**config.mk**
```make
export PLATFORM = sky130hd
export DESIGN_NAME = axi_cfg_rd_bridge
export DESIGN_NICKNAME = d
export VERILOG_FILES = /design/src/rtl/axi_cfg_rd_bridge.sv
export SDC_FILE = /design/constraint.sdc
export NUM_CORES = 1
export LEC_CHECK = 0
export CORE_UTILIZATION = 55
export DETAILED_ROUTE_END_ITERATION = 16
export GPL_TIMING_DRIVEN = 0
export PLACE_DENSITY = 0.78
export REMOVE_ABC_BUFFERS = 1
export SETUP_SLACK_MARGIN = 0.15
export SYNTH_ARGS = -nofsm -noshare
export SYNTH_HDL_FRONTEND = slang
export SYNTH_SLANG_ARGS = --single-unit
```
**constraint.sdc**
```tcl
create_clock -name clk -period 5.1 [get_ports clk]
set_input_delay 1.53 -clock clk [delete_from_list [all_inputs] [get_ports clk]]
set_output_delay 1.53 -clock clk [all_outputs]
set_load 0.005 [all_outputs]
```
**src/rtl/axi_cfg_rd_bridge.sv**
```systemverilog
// axi_cfg_rd_bridge: AXI4 read slave that turns one burst at a time into rd/raddr strobes with a credit-limited return FIFO
module axi_cfg_rd_bridge #(
    parameter int ADDR_WIDTH = 32,
    parameter int DATA_WIDTH = 32,
    parameter int STRB_WIDTH = DATA_WIDTH / 8,
    parameter int ID_WIDTH = 8,
    parameter int FIFO_DEPTH = 4,
    parameter logic [ADDR_WIDTH-1:0] ADDR_LIMIT = '1
) (
    input  logic                  clk,
    input  logic                  rst,
    input  logic [ID_WIDTH-1:0]   s_axi_arid,
    input  logic [ADDR_WIDTH-1:0] s_axi_araddr,
    input  logic [7:0]            s_axi_arlen,
    input  logic [2:0]            s_axi_arsize,
    input  logic [1:0]            s_axi_arburst,
    input  logic                  s_axi_arvalid,
    output logic                  s_axi_arready,
    output logic [ID_WIDTH-1:0]   s_axi_rid,
    output logic [DATA_WIDTH-1:0] s_axi_rdata,
    output logic [1:0]            s_axi_rresp,
    output logic                  s_axi_rlast,
    output logic                  s_axi_rvalid,
    input  logic                  s_axi_rready,
    output logic                  rd,
    output logic [ADDR_WIDTH-1:0] raddr,
    input  logic [DATA_WIDTH-1:0] rdata,
    input  logic                  rvalid
);
    localparam int PW = $clog2(FIFO_DEPTH);
    localparam int CW = PW + 1;
    localparam logic [2:0] MAX_SIZE = 3'($clog2(STRB_WIDTH));
    localparam logic [ADDR_WIDTH-1:0] ONE = 1;
    typedef enum logic [1:0] {IDLE, ISSUE, DRAIN} state_t;
    state_t state, state_nx;
    logic                  ready_q, err_q;
    logic [ID_WIDTH-1:0]   id_q;
    logic [ADDR_WIDTH-1:0] addr_q;
    logic [7:0]            len_q, issued, returned;
    logic [2:0]            size_q;
    logic [1:0]            burst_q;
    logic [CW-1:0]         outstanding, count;
    logic [PW-1:0]         wptr, rptr;
    logic [DATA_WIDTH-1:0] mem_data [FIFO_DEPTH];
    logic [1:0]            mem_resp [FIFO_DEPTH];
    logic                  mem_last [FIFO_DEPTH];
    logic ar_hs, credit, go, ret_push, err_push, push, pop, last_hs, wrap_len_ok, ar_err;
    logic [ADDR_WIDTH-1:0] ar_span, ar_mask, ar_end, step, wrap_mask, addr_inc, addr_nx;
    assign s_axi_arready = ready_q;
    assign ar_hs = s_axi_arvalid & ready_q;
    // credit counts both in-flight reads and queued beats, so a full FIFO can never be overrun
    assign credit = ({1'b0, outstanding} + {1'b0, count}) < (CW + 1)'(FIFO_DEPTH);
    assign go = (state == ISSUE) & credit;
    assign rd = go & ~err_q;
    assign raddr = addr_q;
    assign ret_push = rvalid & (outstanding != '0);
    assign err_push = go & err_q;
    assign push = ret_push | err_push;
    assign s_axi_rvalid = count != '0;
    assign pop = s_axi_rvalid & s_axi_rready;
    assign last_hs = pop & mem_last[rptr];
    assign s_axi_rid = id_q;
    assign s_axi_rdata = s_axi_rvalid ? mem_data[rptr] : '0;
    assign s_axi_rresp = s_axi_rvalid ? mem_resp[rptr] : 2'b00;
    assign s_axi_rlast = s_axi_rvalid & mem_last[rptr];
    always_comb begin
        ar_span = ADDR_WIDTH'(s_axi_arlen) << s_axi_arsize;
        ar_mask = ((ADDR_WIDTH'(s_axi_arlen) + ONE) << s_axi_arsize) - ONE;
        ar_end = s_axi_arburst == 2'd0 ? s_axi_araddr :
                 s_axi_arburst == 2'd2 ? (s_axi_araddr & ~ar_mask) + ar_span : s_axi_araddr + ar_span;
        wrap_len_ok = s_axi_arlen == 8'd1 || s_axi_arlen == 8'd3 || s_axi_arlen == 8'd7 || s_axi_arlen == 8'd15;
        ar_err = s_axi_arsize > MAX_SIZE || s_axi_arburst == 2'd3 || (s_axi_arburst == 2'd2 && !wrap_len_ok) ||
                 s_axi_araddr > ADDR_LIMIT || ar_end > ADDR_LIMIT;
    end
    always_comb begin
        step = ONE << size_q;
        wrap_mask = ((ADDR_WIDTH'(len_q) + ONE) << size_q) - ONE;
        addr_inc = addr_q + step;
        addr_nx = burst_q == 2'd0 ? addr_q :
                  burst_q == 2'd2 ? (addr_q & ~wrap_mask) | (addr_inc & wrap_mask) : addr_inc;
    end
    always_comb begin
        state_nx = state;
        state_nx = (state == IDLE && ar_hs) ? ISSUE :
                   (state == ISSUE && go && issued == len_q) ? DRAIN :
                   (state == DRAIN && last_hs) ? IDLE : state;
    end
    always_ff @(posedge clk or posedge rst) begin
        if (rst) begin
            state <= IDLE;
            ready_q <= 1'b0;
            err_q <= 1'b0;
            id_q <= '0;
            addr_q <= '0;
            len_q <= '0;
            size_q <= '0;
            burst_q <= '0;
            issued <= '0;
            returned <= '0;
            outstanding <= '0;
            count <= '0;
            wptr <= '0;
            rptr <= '0;
        end else begin
            state <= state_nx;
            ready_q <= state_nx == IDLE;
            if (ar_hs) begin
                id_q <= s_axi_arid;
                addr_q <= s_axi_araddr;
                len_q <= s_axi_arlen;
                size_q <= s_axi_arsize;
                burst_q <= s_axi_arburst;
                err_q <= ar_err;
                issued <= '0;
                returned <= '0;
            end else begin
                if (go) begin
                    issued <= issued + 8'd1;
                    addr_q <= addr_nx;
                end
                if (push) returned <= returned + 8'd1;
            end
            outstanding <= outstanding + CW'(rd) - CW'(ret_push);
            count <= count + CW'(push) - CW'(pop);
            if (push) wptr <= wptr + PW'(1);
            if (pop) rptr <= rptr + PW'(1);
        end
    end
    always_ff @(posedge clk) begin
        if (push) begin
            mem_data[wptr] <= ret_push ? rdata : '0;
            mem_resp[wptr] <= err_push ? 2'b10 : 2'b00;
            mem_last[wptr] <= returned == len_q;
        end
    end
endmodule

```
==> results of run 1 <==
## per-stage QoR
stage / util, % / instance area (um2)
floorplan: - / 11300
global placement: 65.0 / 13300
detailed placement: 65.5 / 13400
CTS: 69.1 / 14100
global route: 69.1 / 14100
finish: 69.1 / 14100
## how the worst min path moves through the flow
stage	startpoint	end	slack (ns)	cells after the start
2_1_floorplan	err_q	err_q	0.46	2
3_3_place_gp	s_axi_rid[3]	s_axi_rid[3]	0.46	2
3_5_place_dp	s_axi_rid[1]	s_axi_rid[1]	0.47	2
4_1_cts	s_axi_rid[4]	s_axi_rid[4]	0.48	2
5_1_grt	s_axi_rid[5]	s_axi_rid[5]	0.52	2
6_report	s_axi_rid[1]	s_axi_rid[1]	0.47	2
## power groups by stage
stage	logic (mW)	registers, mW	clock network [mW]
6_report	1.61	2.47	1.62
5_1_grt	1.76	2.51	1.71
4_1_cts	1.64	2.48	1.64
3_5_place_dp	1.62	2.50	0
3_3_place_gp	1.51	2.54	0
2_1_floorplan	0.853	2.46	0
## area by class of cell
cell class | instances | area (um2) | share of cell area [%]
sequential | 219 | 6160 | 43.6
multi-input combinational | 687 | 5010 | 35.5
timing repair buffer | 170 | 1740 | 12.3
clock buffer | 31 | 626 | 4.43
tap | 270 | 338 | 2.39
inverter | 38 | 145 | 1.03
clock inverter | 10 | 100 | 0.709
## layout by cell type, fill, tap and decap left out, types with 6 or more instances in the layout
| cell | synthesis | layout |
|---|---|---|
| xnor2_1 | 31 | 31 |
| clkbuf_16 | 0 | 23 |
| a21oi_1 | 34 | 34 |
| nor2_1 | 56 | 55 |
| inv_1 | 36 | 35 |
| and2_1 | 77 | 72 |
| xor2_1 | 28 | 28 |
| a31oi_1 | 6 | 6 |
| ha_1 | 23 | 23 |
| nor3_1 | 12 | 12 |
| a211oi_1 | 15 | 15 |
| o21ai_0 | 40 | 40 |
| dfrtp_1 | 83 | 81 |
| nand3_1 | 26 | 26 |
| clkdlybuf4s50_1 | 0 | 166 |
| o22ai_1 | 10 | 10 |
| nand4_1 | 17 | 17 |
| nor2b_1 | 7 | 7 |
| a21o_1 | 10 | 10 |
| clkbuf_1 | 40 | 6 |
| and3_1 | 11 | 11 |
| mux4_2 | 34 | 34 |
| o21a_1 | 6 | 6 |
| nand2_1 | 121 | 120 |
| nor4_1 | 7 | 7 |
| or3_1 | 9 | 9 |
| mux2i_1 | 7 | 7 |
| edfxtp_1 | 136 | 136 |
## cells by family (layout without fill, tap and decap cells)
family | after synthesis | after routing | share of synthesized area, %
AO/OA/AOI/OAI | 185 | 185 | 11.3
XOR/XNOR | 60 | 60 | 4.70
adder cells (fa/ha/maj) | 26 | 26 | 3.00
buffers and inverters | 100 | 249 | 3.78
flip-flops | 219 | 219 | 53.2
multiplexers | 44 | 44 | 7.51
other | 1 | 1 | 0.0324
AND/OR/NAND/NOR | 371 | 371 | 16.5
## worst min-delay path: cells and delay by family (launching register included)
family	cells	cell delay [ns]
simple gates	2	0.10
flops	1	0.34
## per-layer routing
metal / wire (um) / up-vias / GRT usage (%) / share of wire [%]
met5: 0 / - / 0 / 0
met4: 301 / 0 / 5.10 / 1.2
met3: 1180 / 30 / 2.83 / 4.6
met2: 12900 / 229 / 42.5 / 50
met1: 11500 / 4037 / 33.9 / 44
li1: - / 3955 / - / -
## timing repair
action,4_1_cts,5_1_grt
setup endpoints to repair,1,1
buffers inserted,0,1
pin swaps,0,1
resized for setup,1,0
==> tab_implementation.tex, run 1 <==
\begin{tabular}{lr}
\hline
Metric & Value \\
\hline
\multicolumn{2}{l}{\textbf{Power}} \\
Switching fraction of total power & 26.7\% \\
Sequential fraction of design power & a little over two fifths \\
Switching power summed over all nets & 1.52 mW \\
Max IR drop VDD & $\sim$0.21 mV \\
LEAKAGE & about 5.2 nW \\
Cell Int Power & $\sim$4.2 mW \\
Logic pwr share & between 20 and 30\% \\
Total power density per cell area & between 400 and 500 mW/mm2 \\
Clock network fraction of total power & 28.4\% \\
Total power & around 5.7 mW \\
\multicolumn{2}{l}{\textbf{GRT}} \\
Wire length of the first global-routing pass & 42800 um \\
Pin count of the biggest net entering global routing & 84 \\
Tot GR Track Use & about a quarter \\
Initial antenna violation count & 0 \\
Number of global-route vias before repair & around 8400 \\
Remaining global-route overflow & 0 \\
\multicolumn{2}{l}{\textbf{Worst setup path}} \\
Instance count on the critical path & 5 \\
CP arrival & approximately 3.0 ns \\
End point of the critical path & rd \\
Cells along the critical path & ha\_1 > or4b\_2 > a311oi\_4 > nor2b\_1 > clkdlybuf4s50\_1 \\
Worst reg2reg path startpoint & size\_q[0] \\
Critical Path Fanout Max & 3 \\
Worst path buffer plus inverter count & 1 \\
Crit-path leading delay family & simple AND/OR/NAND/NOR gates \\
Crit end category & primary output \\
Startpoint of the most critical setup path & outstanding[2] \\
WP data required & 3.57 ns \\
Maximum cell stage delay along the critical path & roughly 0.67 ns \\
Register-to-register setup slack & between 0.7 and 0.8 ns \\
Startpoint Class & register \\
Depth of the most critical reg-to-reg path & 11 \\
Type of the worst setup path & register to primary output \\
CP max stage cell & or4b\_2 \\
\multicolumn{2}{l}{\textbf{Floorplan}} \\
Die ar. & $\sim$0.022 mm2 \\
Area of the core region & approximately 0.020 mm2 \\
Number of top-level pins & about 170 \\
Effective utilization at floorplan & a little under three fifths \\
Number of placement rows & 52 \\
Width of the chip & 147 um \\
DIE HEIGHT & 147 um \\
\multicolumn{2}{l}{\textbf{Finish}} \\
Count of filler cells inserted in the layout & around 1600 \\
Share of layout cells above drive strength 1 & about a tenth \\
Layout net count & 1255 \\
Layout Area Growth over Synthesis & 22.0\% \\
Final non-filler cell total & 1425 \\
Antenna Diode Count & 0 \\
\multicolumn{2}{l}{\textbf{Yosys}} \\
Syn. warnings & 0 \\
Seq/Total Area, Yosys & a little over half \\
Count of flip-flops with a built-in enable after synthesis & approximately 140 \\
Netlist area before placement & roughly 0.012 mm2 \\
Count of unique library cells instantiated by Yosys & 87 \\
Predominant post-synthesis flop cell & edfxtp\_1 \\
Post-Synthesis Mean Instance Area & $\sim$12 um2 \\
Most common cell in the synthesized netlist & edfxtp\_1 \\
Area share of the largest cell type after synthesis & between 30\% and 40\% \\
Dominant cells by area after synthesis & edfxtp\_1 (35\%), dfrtp\_1 (18\%), mux4\_2 (6.6\%) \\
Synthesized instance count & a little over 1000 \\
Async set-or-reset flop fraction in the synthesized netlist & 37.9\% \\
Synth top cells by count & edfxtp\_1 (136), nand2\_1 (121), dfrtp\_1 (83) \\
Number of register bits inferred by synthesis & 219 \\
Yosys top cell by area & edfxtp\_1 \\
\multicolumn{2}{l}{\textbf{Clock tree}} \\
Hold Buf Count CTS & 0 \\
Maximum buffer depth of the clock tree & 3 \\
Clock network latency to the later pin of the worst-skew pair & roughly 0.5 ns \\
Number of levels the H-tree was split into & 1 \\
Count of clock tree sinks & approximately 220 \\
Clock Root Buffer & clkbuf\_16 \\
Total clock buffers created by CTS & 23 \\
CTS tree & done \\
Clock transition at the register clock pins on the worst setup and hold paths after CTS & around 0.060 ns \\
\multicolumn{2}{l}{\textbf{Detailed routing}} \\
Routed wire length per instance & around 18 um \\
Remaining antenna violation count after routing & 0 \\
Routed WL & 25800 um \\
Residual DRC count & 0 \\
Vias per std cell & between 5 and 6 \\
Vias & 8251 \\
First-iteration detailed-routing DRC count & around 500 \\
Iteration count of the initial detailed-routing pass & 5 \\
\multicolumn{2}{l}{\textbf{Outcome}} \\
Run status & completed \\
\multicolumn{2}{l}{\textbf{STA}} \\
Final cycle utilization of the critical path & approximately nine tenths \\
Highest clock frequency the design can meet & approximately 220 MHz \\
Worst hold margin & $\sim$0.47 ns \\
Setup repair after global routing missed its margin & no \\
Tightest Pin Transition & between 1 and 1.5 ns \\
Final Hold Vio Count & 0 \\
Clk\_skew & 0.0231 ns \\
Minimum clock period & between 4 and 5 ns \\
Total of endpoints with negative setup slack in the final report & 0 \\
Number of pins exceeding their max-slew limit in the final report & 0 \\
Setup TNS Final & 0 ns \\
Setup slack of the critical path after layout & 0.558 ns \\
Max-Slew Margin vs Limit & approximately 7.9\% \\
\multicolumn{2}{l}{\textbf{Min path}} \\
Worst hold-check path type & register to register \\
\multicolumn{2}{l}{\textbf{Place}} \\
Post-detail-place hpwl & around 17000 um \\
Input/output buffers & around 170 \\
Final weighted congestion in routability-driven placement & $\sim$0.9 \\
Post-Place Setup Slack & roughly 0.16 ns \\
Number of placed instances with taps included & approximately 1400 \\
\multicolumn{2}{l}{\textbf{Job}} \\
\# Max-Cap Violations & 0 \\
\hline
\end{tabular}
No activity file was read; power rests on OpenSTA's default activity.
==> run 2, diff against run 1 <==
--- a/config.mk
+++ b/config.mk
@@ -9,7 +9,6 @@
 export DETAILED_ROUTE_END_ITERATION = 16
 export GPL_TIMING_DRIVEN = 0
 export PLACE_DENSITY = 0.78
-export REMOVE_ABC_BUFFERS = 1
 export SETUP_SLACK_MARGIN = 0.15
 export SYNTH_ARGS = -nofsm -noshare
 export SYNTH_HDL_FRONTEND = slang
==> run 2 against run 1 <==
Compared with the run above: register-to-register slack improved by 0.19 ns; critical path type unchanged; via count rose by 5.4%; clock skew shrank 0.0087 ns; sequential share of layout area decreased by 0.94 points; clock power grew 7%; critical path depth up 1; final cell count increased by 4.3%; wire length increased by 9.7%; global-route usage is 2.2 points higher; core utilization grew 1.5 points.
==> tab_implementation.tex, run 2 (synthesis results as in run 1) <==
\begin{tabular}{lr}
\hline
Metric & Value \\
\hline
\multicolumn{2}{l}{\textbf{Outcome}} \\
Run status & completed \\
\multicolumn{2}{l}{\textbf{Worst setup path}} \\
Cells along the critical path & ha\_1 > or4b\_2 > a311oi\_2 > buf\_4 > nor2b\_2 > clkdlybuf4s50\_1 \\
WP data required & $\sim$3.6 ns \\
Depth of the most critical reg-to-reg path & 16 \\
Worst reg2reg path startpoint & size\_q[2] \\
Crit end category & primary output \\
Maximum cell stage delay along the critical path & approximately 0.64 ns \\
Critical Path Fanout Max & 10 \\
Type of the worst setup path & register to primary output \\
CP arrival & 3.28 ns \\
Crit-path leading delay family & simple AND/OR/NAND/NOR gates \\
Register-to-register setup slack & $\sim$0.95 ns \\
Startpoint Class & register \\
CP max stage cell & or4b\_2 \\
Worst path buffer plus inverter count & 2 \\
\multicolumn{2}{l}{\textbf{Finish}} \\
Most used cells in the layout excluding fill and tap cells & clkdlybuf4s50\_1 (166), edfxtp\_1 (136), nand2\_1 (121) \\
Layout net count & approximately 1300 \\
Share of layout cells above drive strength 1 & about a tenth \\
Commonest non-fill, non-tap cell in the layout & clkdlybuf4s50\_1 \\
Total non-filler cell area in the finished layout & approximately 0.014 mm2 \\
Utilization after layout & a little over two thirds \\
Layout Area Growth over Synthesis & 24.7\% \\
Antenna Diode Count & 0 \\
\multicolumn{2}{l}{\textbf{Detailed routing}} \\
Vias per std cell & 5.85 \\
Iteration count of the initial detailed-routing pass & 5 \\
Vias & 8698 \\
Remaining antenna violation count after routing & 0 \\
First-iteration detailed-routing DRC count & 706 \\
Routed wire length per instance & 19.1 um \\
Residual DRC count & 0 \\
Routed WL & around 28000 um \\
\multicolumn{2}{l}{\textbf{GRT}} \\
Tot GR Track Use & $\sim$27\% \\
Number of global-route vias before repair & roughly 8600 \\
Remaining global-route overflow & 0 \\
Pin count of the biggest net entering global routing & 44 \\
Initial antenna violation count & 0 \\
Wire length of the first global-routing pass & between 40000 and 50000 um \\
\multicolumn{2}{l}{\textbf{Place}} \\
Post-detailed-placement cell area & about 0.014 mm2 \\
Input/output buffers & 166 \\
Final weighted congestion in routability-driven placement & about 0.96 \\
Post-detail-place hpwl & 20100 um \\
Post-Place Setup Slack & between 0.3 and 0.4 ns \\
\multicolumn{2}{l}{\textbf{Power}} \\
LEAKAGE & roughly 5.4 nW \\
Max IR drop VDD & between 0.15 and 0.2 mV \\
Total power density per cell area & $\sim$400 mW/mm2 \\
\multicolumn{2}{l}{\textbf{STA}} \\
Setup TNS Final & 0 ns \\
Total of endpoints with negative setup slack in the final report & 0 \\
Clk\_skew & 0.0144 ns \\
Setup repair after global routing missed its margin & no \\
Highest clock frequency the design can meet & 208 MHz \\
Setup slack of the critical path after layout & 0.293 ns \\
Number of pins exceeding their max-slew limit in the final report & 0 \\
Final cycle utilization of the critical path & between 90\% and 100\% \\
Minimum clock period & just under 5 ns \\
Max-Slew Margin vs Limit & between 30 and 40\% \\
Tightest Pin Transition & around 0.94 ns \\
Final Hold Vio Count & 0 \\
\multicolumn{2}{l}{\textbf{Clock tree}} \\
Clock network latency to the later pin of the worst-skew pair & just over 0.5 ns \\
Number of levels the H-tree was split into & 1 \\
Maximum buffer depth of the clock tree & 3 \\
Hold Buf Count CTS & 0 \\
Clock transition at the register clock pins on the worst setup and hold paths after CTS & 0.06 ns \\
Clock Root Buffer & clkbuf\_16 \\
Total clock buffers created by CTS & 24 \\
Count of clock tree sinks & 219 \\
CTS tree & done \\
\multicolumn{2}{l}{\textbf{Job}} \\
\# Max-Cap Violations & 0 \\
\multicolumn{2}{l}{\textbf{Floorplan}} \\
Number of placement rows & 52 \\
DIE HEIGHT & 147 um \\
Die ar. & between 0.02 and 0.025 mm2 \\
Area of the core region & between 0.02 and 0.025 mm2 \\
Effective utilization at floorplan & between 50 and 60\% \\
Number of top-level pins & 168 \\
Width of the chip & about 150 um \\
\multicolumn{2}{l}{\textbf{Min path}} \\
Worst hold-check path type & register to register \\
Number of cells on the worst hold path & 2 \\
Worst min-delay path startpoint & s\_axi\_rid[6] \\
Sink of the worst hold path & s\_axi\_rid[6] \\
\multicolumn{2}{l}{\textbf{Yosys}} \\
Number of nets in the synthesized netlist & between 1000 and 1500 \\
\hline
\end{tabular}
==> run 2: cell count changes in the layout (fill, tap and decap cells not counted), sizes merged <==
cell,previous run,this run
clkbuf,31,73
inv,37,39
buf,4,23
clkinv,8,6
==> run 2: what timing repair did <==
action,in CTS,in global routing
buffers inserted,0,0
endpoints found under the setup margin,1,29
cloned,0,0
resized for setup,3,11
==> run 2: worst register-to-register path: cells and delay by family, from the launching register on <==
kind / cells / cell delay, ns
buf+inv: 4 / 1.20
compound gates: 5 / 1.16
simple gates: 4 / 0.66
fa+ha+maj: 2 / 0.43
flops: 1 / 0.41
mux: 1 / 0.18
==> run 2: worst max path at each step <==
| stage | slack, ns | depth (start not counted) | endpoint | startpoint |
|---|---|---|---|---|
| 2_1_floorplan | 1.38 | 8 | mem_data[0][0] | outstanding[2] |
| 4_1_cts | 0.17 | 5 | s_axi_rdata[10] | rptr[0] |
| 3_3_place_gp | -0.05 | 2 | len_q[4] | rst |
| 5_1_grt | 0.19 | 6 | rd | outstanding[2] |
| 3_5_place_dp | 0.36 | 6 | rd | outstanding[2] |
| 6_report | 0.29 | 6 | rd | outstanding[2] |
==> run 2: layout make-up <==
cell class                      instances  area, um2
Clock inverter                         10        109
Timing Repair Buffer                  167       1690
Inverter                               38        145
Sequential cell                       219       6160
Multi-Input combinational cell        687       4990
Tap cell                              270        338
Clock buffer                           33        696
Buffer                                 62        303
Fill cell                            1533       6000
==> run 2: power by group <==
group	internal (mW)	leakage, nW	switching, mW
registers	2.25	2.23	0.127
clock network	1.06	0.396	0.681
logic	0.962	2.77	0.724
total	4.27	5.40	1.53
==> run 2: per-stage QoR <==
step,power (mW),hold slack [ns],instances
final,5.80,0.473,1486
after global routing,6.08,0.513,1486
after CTS,5.87,0.477,1486
after detailed placement,4.12,0.462,1443
after global placement,4.06,0.458,1442
after floorplan,3.34,0.464,1006
==> run 2: routing by layer <==
layer | vias up | wire length (um) | global-route usage (%)
met5 | - | 0 | 0
met4 | 0 | 721 | 8.92
met3 | 61 | 1810 | 3.63
met2 | 367 | 13700 | 44.1
met1 | 4195 | 12100 | 37.0
li1 | 4075 | - | -
==> run 3, diff against run 2 <==
--- a/config.mk
+++ b/config.mk
@@ -5,10 +5,11 @@
 export SDC_FILE = /design/constraint.sdc
 export NUM_CORES = 1
 export LEC_CHECK = 0
-export CORE_UTILIZATION = 55
+export CORE_UTILIZATION = 30
+export CTS_CLUSTER_SIZE = 16
 export DETAILED_ROUTE_END_ITERATION = 16
 export GPL_TIMING_DRIVEN = 0
-export PLACE_DENSITY = 0.78
+export PLACE_DENSITY_LB_ADDON = 0.2
 export SETUP_SLACK_MARGIN = 0.15
 export SYNTH_ARGS = -nofsm -noshare
 export SYNTH_HDL_FRONTEND = slang
==> run 3 against run 2 <==
Compared with the run above: clock power down 3%; clock skew up 0.0041 ns; combinational power up 5%; via count down 0.71%; setup slack better by 0.023 ns; total power up 0.62%; worst hold slack better by 0.0040 ns; register-to-register slack worse by 0.24 ns; critical path type unchanged; core utilization down 31 points; non-clock buffer count up 4; wire length up 13%; critical path depth unchanged.
==> tab_implementation.tex, run 3 (synthesis results as in run 1) <==
\begin{tabular}{lr}
\hline
Metric & Value \\
\hline
\multicolumn{2}{l}{\textbf{Detailed routing}} \\
First-iteration detailed-routing DRC count & 474 \\
Routed wire length per instance & approximately 19 um \\
Iteration count of the initial detailed-routing pass & 4 \\
Routed WL & between 30000 and 40000 um \\
Vias per std cell & about 5 \\
Remaining antenna violation count after routing & 0 \\
Residual DRC count & 0 \\
Vias & 8636 \\
\multicolumn{2}{l}{\textbf{Clock tree}} \\
Count of clock tree sinks & 219 \\
Number of levels the H-tree was split into & 1 \\
Number of buffers inserted by post-CTS setup repair & 0 \\
Total clock buffers created by CTS & 25 \\
CTS tree & done \\
Clock network latency to the later pin of the worst-skew pair & between 0.5 and 0.6 ns \\
Clock transition at the register clock pins on the worst setup and hold paths after CTS & roughly 0.060 ns \\
Maximum buffer depth of the clock tree & 3 \\
Clock Root Buffer & clkbuf\_16 \\
\multicolumn{2}{l}{\textbf{Power}} \\
LEAKAGE & 5.41 nW \\
Logic pwr share & between 30\% and 40\% \\
Switching fraction of total power & about 28\% \\
Total power & about 5.8 mW \\
Sequential fraction of design power & between 40\% and 50\% \\
Clock network fraction of total power & about 29\% \\
Total power density per cell area & slightly below 400 mW/mm2 \\
Switching power summed over all nets & between 1.5 and 2 mW \\
Max IR drop VDD & approximately 0.17 mV \\
Cell Int Power & between 4 and 5 mW \\
\multicolumn{2}{l}{\textbf{Floorplan}} \\
Number of placement rows & approximately 70 \\
Width of the chip & 198 um \\
Area of the core region & between 0.03 and 0.04 mm2 \\
DIE HEIGHT & between 150 and 200 um \\
Effective utilization at floorplan & about 31\% \\
Die ar. & approximately 0.039 mm2 \\
Number of top-level pins & approximately 170 \\
\multicolumn{2}{l}{\textbf{STA}} \\
Setup slack of the critical path after layout & 0.316 ns \\
Total of endpoints with negative setup slack in the final report & 0 \\
Final cycle utilization of the critical path & between 90\% and 100\% \\
Setup repair after global routing missed its margin & no \\
Max-Slew Margin vs Limit & 42.6\% \\
Clk\_skew & between 0.015 and 0.02 ns \\
Worst hold margin & 0.477 ns \\
Minimum clock period & 4.78 ns \\
Setup TNS Final & 0 ns \\
Tightest Pin Transition & about 0.86 ns \\
Number of pins exceeding their max-slew limit in the final report & 0 \\
Final Hold Vio Count & 0 \\
Highest clock frequency the design can meet & around 210 MHz \\
\multicolumn{2}{l}{\textbf{Finish}} \\
Most used cells in the layout excluding fill and tap cells & clkdlybuf4s50\_1 (166), edfxtp\_1 (136), nand2\_1 (121) \\
Count of filler cells inserted in the layout & between 3000 and 4000 \\
Share of layout cells above drive strength 1 & a little over a tenth \\
Antenna Diode Count & 0 \\
Layout Area Growth over Synthesis & 28.0\% \\
Final non-filler cell total & around 1700 \\
Commonest non-fill, non-tap cell in the layout & clkdlybuf4s50\_1 \\
Layout net count & approximately 1300 \\
\multicolumn{2}{l}{\textbf{GRT}} \\
Pin count of the biggest net entering global routing & between 40 and 50 \\
Remaining global-route overflow & 0 \\
Tot GR Track Use & 16.5\% \\
Wire length of the first global-routing pass & roughly 51000 um \\
Initial antenna violation count & 0 \\
Number of global-route vias before repair & 8822 \\
\multicolumn{2}{l}{\textbf{Worst setup path}} \\
CP arrival & between 3 and 4 ns \\
Startpoint Class & register \\
Critical Path Fanout Max & 10 \\
WP data required & between 3 and 4 ns \\
Cells along the critical path & ha\_1 > or4b\_2 > a311oi\_4 > buf\_6 > nor2b\_4 > clkdlybuf4s50\_1 \\
Crit end category & primary output \\
Maximum cell stage delay along the critical path & approximately 0.69 ns \\
Register-to-register setup slack & between 0.7 and 0.8 ns \\
Type of the worst setup path & register to primary output \\
CP max stage cell & or4b\_2 \\
\multicolumn{2}{l}{\textbf{Min path}} \\
Worst hold-check path type & register to register \\
\multicolumn{2}{l}{\textbf{Yosys}} \\
Number of nets in the synthesized netlist & $\sim$1100 \\
\multicolumn{2}{l}{\textbf{Outcome}} \\
Run status & completed \\
\multicolumn{2}{l}{\textbf{Place}} \\
Post-detail-place hpwl & between 20000 and 25000 um \\
Final weighted congestion in routability-driven placement & just under 0.9 \\
Post-Place Setup Slack & 0.179 ns \\
Input/output buffers & 166 \\
Number of placed instances with taps included & approximately 1700 \\
\multicolumn{2}{l}{\textbf{Job}} \\
\# Max-Cap Violations & 0 \\
\hline
\end{tabular}
## run 3: path summary, 6_finish.rpt
kind	startpoint	to	cells after the start
worst max-delay path	outstanding[2]	rd	6
worst min-delay path	s_axi_rid[6]	s_axi_rid[6]	2
worst max register to register	size_q[2]	register	16
max in group asynchronous	rst	len_q[2]	3
min in group asynchronous	rst	asynchronous set/reset pin	2
worst min register to register	s_axi_rid[6]	s_axi_rid[6]	2
## run 3: cell type report
type | instances | area [um2] | area share [%]
Multi-Input combinational cell | 687 | 5010 | 33.8
Inverter | 38 | 145 | 0.979
Tap cell | 511 | 639 | 4.31
Clock inverter | 11 | 91.3 | 0.616
Sequential cell | 219 | 6160 | 41.6
Clock buffer | 34 | 669 | 4.52
Timing Repair Buffer | 171 | 1790 | 12.1
Buffer | 62 | 313 | 2.11
## run 3: power groups by stage
| stage | clock (mW) | sequential (mW) | combinational (mW) |
|---|---|---|---|
| after detailed placement | 0 | 2.40 | 1.81 |
| after CTS | 1.75 | 2.37 | 1.83 |
| after floorplan | 0 | 2.37 | 0.971 |
| after global placement | 0 | 2.40 | 1.73 |
| after global routing | 1.82 | 2.39 | 1.97 |
| final | 1.69 | 2.36 | 1.78 |
## run 3: routing by layer
layer / track usage (%) / vias up / part of all wire (%)
met1: 23.4 / 4274 / 47
met3: 2.48 / 35 / 5.3
met5: 0 / - / 0
li1: - / 4084 / -
met2: 26.7 / 243 / 46
met4: 3.36 / 0 / 1.6
## run 3: what timing repair did
| action | 4_1_cts | 5_1_grt |
|---|---|---|
| endpoints found under the setup margin | 19 | 1 |
| pin swaps | 0 | 0 |
| gates resized for setup | 9 | 3 |
| hold buffers | 0 | 0 |
## run 3: worst max-delay path, delay by kind of cell, from the launching register on
family / cells / cell delay, ns
buf+inv: 2 / 0.76
flops: 1 / 0.41
fa+ha+maj: 1 / 0.29
simple gates: 2 / 0.91
compound gates: 1 / 0.36
## run 3: stage by stage
stage	utilization [%]	area [um2]
2_1_floorplan	-	11600
6_report	39.2	14800
3_5_place_dp	37.0	14000
4_1_cts	39.1	14800
3_3_place_gp	36.7	13900
5_1_grt	39.2	14800
